File: src/rtl/seven_bit_adder_pkg.sv
// Shared types, constants and decode helpers for the seven-bit adder load sequencer.
package seven_bit_adder_pkg;

  localparam int OP_W  = 7;
  localparam int NIB_W = 4;
  localparam int PH_W  = 2;
  localparam int TMR_W = 16;

  localparam logic [PH_W-1:0] PH_A_LO = 2'd0;
  localparam logic [PH_W-1:0] PH_A_HI = 2'd1;
  localparam logic [PH_W-1:0] PH_B_LO = 2'd2;
  localparam logic [PH_W-1:0] PH_B_HI = 2'd3;

  typedef enum logic [2:0] {
    ST_IDLE  = 3'd0,
    ST_SETUP = 3'd1,
    ST_PULSE = 3'd2,
    ST_GAP   = 3'd3,
    ST_DONE  = 3'd4
  } state_t;

  function automatic logic [NIB_W-1:0] phase_nibble(input logic [PH_W-1:0] idx,
                                                    input logic [OP_W-1:0] a,
                                                    input logic [OP_W-1:0] b);
    logic [NIB_W-1:0] nib;
    case (idx)
      PH_A_LO: nib = a[3:0];
      PH_A_HI: nib = {1'b0, a[6:4]};
      PH_B_LO: nib = b[3:0];
      PH_B_HI: nib = {1'b0, b[6:4]};
      default: nib = 4'd0;
    endcase
    return nib;
  endfunction

  function automatic logic [3:0] phase_strobe(input logic [PH_W-1:0] idx);
    logic [3:0] pb;
    case (idx)
      PH_A_LO: pb = 4'b0001;
      PH_A_HI: pb = 4'b0010;
      PH_B_LO: pb = 4'b0100;
      PH_B_HI: pb = 4'b1000;
      default: pb = 4'b0000;
    endcase
    return pb;
  endfunction

endpackage

File: src/rtl/seven_bit_adder_driver_phase_timer.sv
// Loadable down-counter; expire_o flags the last cycle of a loaded interval.
module phase_timer
  import seven_bit_adder_pkg::*;
(
  input  logic             clk,
  input  logic             rst_n,
  input  logic             load_i,
  input  logic [TMR_W-1:0] load_val_i,
  output logic             expire_o
);

  logic [TMR_W-1:0] cnt_q;
  logic [TMR_W-1:0] cnt_d;

  // Next count: reload wins, otherwise count down and rest at zero.
  always_comb begin
    cnt_d = cnt_q;
    if (load_i) begin
      cnt_d = load_val_i;
    end else if (cnt_q != 16'd0) begin
      cnt_d = cnt_q - 16'd1;
    end else begin
      cnt_d = cnt_q;
    end
  end

  // Counter register.
  always_ff @(posedge clk or negedge rst_n) begin
    if (!rst_n) begin
      cnt_q <= 16'd0;
    end else begin
      cnt_q <= cnt_d;
    end
  end

  assign expire_o = (cnt_q == 16'd1);

endmodule

File: src/rtl/seven_bit_adder_driver.sv
// Drives two 7-bit operands into the seven-bit adder as four PB strobe phases
// and registers the expected sum/carry for a downstream checker.
module seven_bit_adder_driver
  import seven_bit_adder_pkg::*;
#(
  parameter int PULSE_CYCLES = 2,
  parameter int GAP_CYCLES   = 1
) (
  input  logic            clk,
  input  logic            rst_n,
  input  logic            start,
  input  logic [OP_W-1:0] op_a,
  input  logic [OP_W-1:0] op_b,
  output logic            ready,
  output logic            busy,
  output logic            done,
  output logic            PB1,
  output logic            PB2,
  output logic            PB3,
  output logic            PB4,
  output logic [NIB_W-1:0] a,
  output logic [OP_W-1:0] exp_sum,
  output logic            exp_cout
);

  localparam logic [TMR_W-1:0] PULSE_LD = TMR_W'(PULSE_CYCLES);
  localparam logic [TMR_W-1:0] GAP_LD   = TMR_W'(GAP_CYCLES);

  state_t            state_q, state_d;
  logic [PH_W-1:0]   idx_q, idx_d;
  logic [OP_W-1:0]   opa_q, opa_d, opb_q, opb_d;
  logic [OP_W-1:0]   sum_q, sum_d;
  logic              cout_q, cout_d;
  logic [NIB_W-1:0]  a_q, a_d;
  logic [3:0]        pb_q, pb_d;
  logic              ready_q, ready_d, busy_q, busy_d, done_q, done_d;
  logic              tmr_load_s;
  logic [TMR_W-1:0]  tmr_val_s;
  logic              tmr_expire_s;

  phase_timer u_timer (
    .clk        (clk),
    .rst_n      (rst_n),
    .load_i     (tmr_load_s),
    .load_val_i (tmr_val_s),
    .expire_o   (tmr_expire_s)
  );

  // Sequencer next-state, operand capture and timer loading.
  always_comb begin
    state_d    = state_q;
    idx_d      = idx_q;
    opa_d      = opa_q;
    opb_d      = opb_q;
    sum_d      = sum_q;
    cout_d     = cout_q;
    tmr_load_s = 1'b0;
    tmr_val_s  = 16'd0;
    case (state_q)
      ST_IDLE: begin
        if (start) begin
          state_d         = ST_SETUP;
          idx_d           = PH_A_LO;
          opa_d           = op_a;
          opb_d           = op_b;
          {cout_d, sum_d} = {1'b0, op_a} + {1'b0, op_b};
        end else begin
          state_d = ST_IDLE;
        end
      end
      ST_SETUP: begin
        state_d    = ST_PULSE;
        tmr_load_s = 1'b1;
        tmr_val_s  = PULSE_LD;
      end
      ST_PULSE: begin
        if (!tmr_expire_s) begin
          state_d = ST_PULSE;
        end else if (GAP_CYCLES > 0) begin
          state_d    = ST_GAP;
          tmr_load_s = 1'b1;
          tmr_val_s  = GAP_LD;
        end else if (idx_q == PH_B_HI) begin
          state_d = ST_DONE;
        end else begin
          state_d = ST_SETUP;
          idx_d   = idx_q + 2'd1;
        end
      end
      ST_GAP: begin
        if (!tmr_expire_s) begin
          state_d = ST_GAP;
        end else if (idx_q == PH_B_HI) begin
          state_d = ST_DONE;
        end else begin
          state_d = ST_SETUP;
          idx_d   = idx_q + 2'd1;
        end
      end
      ST_DONE: state_d = ST_IDLE;
      default: state_d = ST_IDLE;
    endcase
  end

  // Outputs are decoded from the next state so they line up with the state register.
  always_comb begin
    ready_d = (state_d == ST_IDLE);
    busy_d  = (state_d != ST_IDLE);
    done_d  = (state_d == ST_DONE);
    pb_d    = 4'b0000;
    a_d     = a_q;
    if (state_d == ST_PULSE) begin
      pb_d = phase_strobe(idx_d);
    end else begin
      pb_d = 4'b0000;
    end
    if (state_d == ST_SETUP) begin
      a_d = phase_nibble(idx_d, opa_d, opb_d);
    end else begin
      a_d = a_q;
    end
  end

  // State, datapath and output registers.
  always_ff @(posedge clk or negedge rst_n) begin
    if (!rst_n) begin
      state_q <= ST_IDLE;
      idx_q   <= PH_A_LO;
      opa_q   <= 7'd0;
      opb_q   <= 7'd0;
      sum_q   <= 7'd0;
      cout_q  <= 1'b0;
      a_q     <= 4'd0;
      pb_q    <= 4'b0000;
      ready_q <= 1'b1;
      busy_q  <= 1'b0;
      done_q  <= 1'b0;
    end else begin
      state_q <= state_d;
      idx_q   <= idx_d;
      opa_q   <= opa_d;
      opb_q   <= opb_d;
      sum_q   <= sum_d;
      cout_q  <= cout_d;
      a_q     <= a_d;
      pb_q    <= pb_d;
      ready_q <= ready_d;
      busy_q  <= busy_d;
      done_q  <= done_d;
    end
  end

  assign ready    = ready_q;
  assign busy     = busy_q;
  assign done     = done_q;
  assign PB1      = pb_q[0];
  assign PB2      = pb_q[1];
  assign PB3      = pb_q[2];
  assign PB4      = pb_q[3];
  assign a        = a_q;
  assign exp_sum  = sum_q;
  assign exp_cout = cout_q;

endmodule

File: config.mk
export PLATFORM = sky130hd
export DESIGN_NAME = seven_bit_adder_driver
export DESIGN_NICKNAME = d
export VERILOG_FILES = /design/src/rtl/seven_bit_adder_pkg.sv /design/src/rtl/seven_bit_adder_driver_phase_timer.sv /design/src/rtl/seven_bit_adder_driver.sv
export SDC_FILE = /design/constraint.sdc
export NUM_CORES = 1
export LEC_CHECK = 0
export ABC_CLOCK_PERIOD_IN_PS = 5200
export BUFFER_PORTS_ARGS = -buffer_cell sky130_fd_sc_hd__buf_2
export CAP_MARGIN = 20
export CORE_MARGIN = 3
export CORE_UTILIZATION = 35
export CTS_CLUSTER_SIZE = 14
export DETAILED_ROUTE_END_ITERATION = 6
export PLACE_DENSITY_LB_ADDON = 0.2
export SYNTH_ARGS = -nofsm -noshare
export SYNTH_HDL_FRONTEND = slang
export SYNTH_SLANG_ARGS = --single-unit
export TNS_END_PERCENT = 30
File: constraint.sdc
create_clock -name clk -period 5.2 [get_ports clk]
set_clock_uncertainty 0.15 [all_clocks]
set_input_delay 0.26 -clock clk [delete_from_list [all_inputs] [get_ports clk]]
set_output_delay 0.26 -clock clk [all_outputs]
set_load 0.01 [all_outputs]
==> results.cfg <==
[drt]
vias = 2114
drt-total-wl_um = 5710
drt_first_pass_iters = 4
drtIter0Drc = 95
ant_nets = 0
avgRoutedWirePerCell_um = 13.7
route.detailed.drc = 0
viasPerCell = 5.06

[power]
vdd_drop_max_v = 0.000133
power_density_nw_per_um2 = 462
p_leak_nw = 1.39
p_total_w = 0.00143

[sta]
fin_crit_ns = 2.79
report.final.slew_viol_count = 0
setup_violations = 0
period_share = 0.536
hold_viol_final = 0
whs_ns = 0.0262
slew-limit-headroom = 0.341
final.setup.tns_ns = 0
rsz0062_at_grt = no
tightest_slew_ns = 0.981
timing.fmax_mhz = 359

[clocking]
insertion_delay_ns = 0.30
clk_pin_slew_ns = 0.09
cts_inserted_buffers = 5
cts.htree.levels = 2
clock-sinks = 50
cts_setup_buffers = 0
root_buffer = clkbuf_8
holdBufCountCts = 1
cts_resized = 0
cts_tree = built
cts_buffer_depth = 2

[yosys]
yosysWarnings = 0
synthXorXnorAreaFrac = 0.0385
synthMuxAreaShare = 0.0238
synth.distinct_cells = 54
seq_area_frac_synth = 0.459
yosys-top-cells-area = dfrtp_1, nand2_1, ha_1
synth_top_area_frac = 0.449
synth-simple-area-share = 0.291
ys_ff_latch = 50
synth-edff-count = 0
avgSynthCellArea_um2 = 9.58
netlist_area_um2 = 2730
synth_top_area_cell = dfrtp_1
async_reset_ff_frac = 1.00
synth-compound-area-share = 0.103
synth_top_family_by_area = simple AND/OR/NAND/NOR gates
syn_nets = 313
synth-adder-area-share = 0.0532
synthCells = 285
synth_ff_type = dfrtp_1

[final_layout]
final_nets = 346
layout_commonest_cell = dfrtp_1
drive_above_1_share = 0.207
diodes = 0
layout.cells.non_filler = 418
final_cell_mix = dfrtp_1, nand2_1, buf_2
post-route-util = 0.417
synthToLayoutAreaGrowth_pct = 13.1

[setup_path]
crit_path_cell_trace = or4_4 > nor4b_4 > nand3_1 > o21ai_1 > nor2_1
cp_data_arrival_time_ns = 2.79
start_kind = register
worst-path-max-fanout = 14
slowest_delay_ns = 0.79
path_class = reg -> reg
path_buf_inv = 0
path_delay_family = simple AND/OR/NAND/NOR gates
cpMaxStageDelayCell = o21ai_1
endpoint_kind = register
critical_path_required_ns = 5.21

[grt]
grt_first_pass_wirelength_um = 10000
antenna_found_initial = 0
grt_pass1_vias = 2081
grtUsageTotal = 0.143
gr-total-overflow = 0
grt_max_degree = 51

[status]
status = finished clean

[floorplanning]
start_util = 0.369
ios = 36
die_h_um = 94.3
core_um2 = 7410
dieArea_um2 = 8900
die_x_um = 94.3
rows = 31

[placed_design]
dp_hpwl_um = 4120
portBuffers = 35
dpl.cell_count = 409
gp_congestion = 0.811

[worst_hold_path]
hold_path.class = in -> reg

[run]
maxCapViolCount = 0
## flip-flops by register name (all words and copies together) (netlist names)
register and flops:
state_q 3, exp_cout 1, opb_q 7, done 1
idx_q 2, u_timer.cnt_q 16, pb_q 4, opa_q 3
exp_sum 7, a 4, ready 1, busy 1
## cells in the mapped netlist, types with 2 or more instances
cell / count
dfrtp_1: 49
nand2_1: 47
nor2_1: 33
o21ai_0: 13
xor2_1: 12
ha_1: 10
nor3_1: 9
nand3_1: 8
a21oi_1: 7
nor2b_1: 7
clkbuf_1: 6
inv_1: 6
nand4_1: 6
or3_1: 5
mux2_2: 4
nand3b_1: 4
nor4_1: 4
nand2b_1: 3
nand4b_1: 3
nor3b_1: 3
o31ai_1: 3
or4_4: 3
a211oi_2: 2
a32oi_1: 2
buf_2: 2
buf_4: 2
mux2i_1: 2
nor4b_4: 2
o22ai_1: 2
or2_2: 2
## through the flow
step,cell area (um2),setup WS [ns]
after detailed placement,2990,2.40
after CTS,3090,2.39
final,3090,2.41
after floorplan,2730,2.83
after global routing,3090,2.21
after global placement,2990,2.43
## routing by layer
metal  global-route usage  vias up  part of all wire
li1                     -     1066                 -
met4               0.0457        0             0.013
met1                0.191     1015              0.47
met2                0.230       27              0.48
met3               0.0304        6             0.033
met5                    0        -                 0
## kinds of logic after synthesis
| group | count (synthesis) |
|---|---|
| fa+ha+maj | 11 |
| buf+inv | 18 |
| mux | 6 |
| xor+xnor | 12 |
| compound gates | 41 |
| flops | 50 |
| simple gates | 147 |
## where the power goes
part,leakage [nW],internal (W),total [W],switching [W]
combinational,0.729,0.000235,0.000519,0.000284
sequential,0.618,0.000533,0.000674,0.000140
clock,0.0482,0.000108,0.000235,0.000127
## worst register-to-register path, delay by kind of cell (launching register included)
family           cells  cell delay (ns)
AO/OA/AOI/OAI        1             0.79
flip-flops           1             0.43
AND/OR/NAND/NOR      4             1.27
## cell type report
type                    count  area (um2)
inverters                   6        22.5
clock buffers               7        86.3
well taps                  99         124
repair buffers             38         200
clock inverters             1        5.00
fillers                   755        4320
flip-flops and latches     50        1250
multi-input cells         217        1400
## final timing paths
path / from / end / slack (ns) / cells after the start
worst min-delay path: op_b[6] / opb_q[6]$_DFF_PN0_ / 0.03 / 3
max in group asynchronous: rst_n / opb_q[3]$_DFF_PN0_ / 4.03 / 3
worst max register to register: u_timer.cnt_q[10]$_DFFE_PN0P_ / u_timer.cnt_q[5]$_DFFE_PN0P_ / 2.41 / 5
min in group asynchronous: rst_n / u_timer.cnt_q[8]$_DFFE_PN0P_ / 0.45 / 3
worst max-delay path: u_timer.cnt_q[10]$_DFFE_PN0P_ / u_timer.cnt_q[5]$_DFFE_PN0P_ / 2.41 / 5
worst min register to register: opb_q[4]$_DFF_PN0_ / opb_q[4]$_DFF_PN0_ / 0.33 / 2
Power figures use the tool's default switching activity.
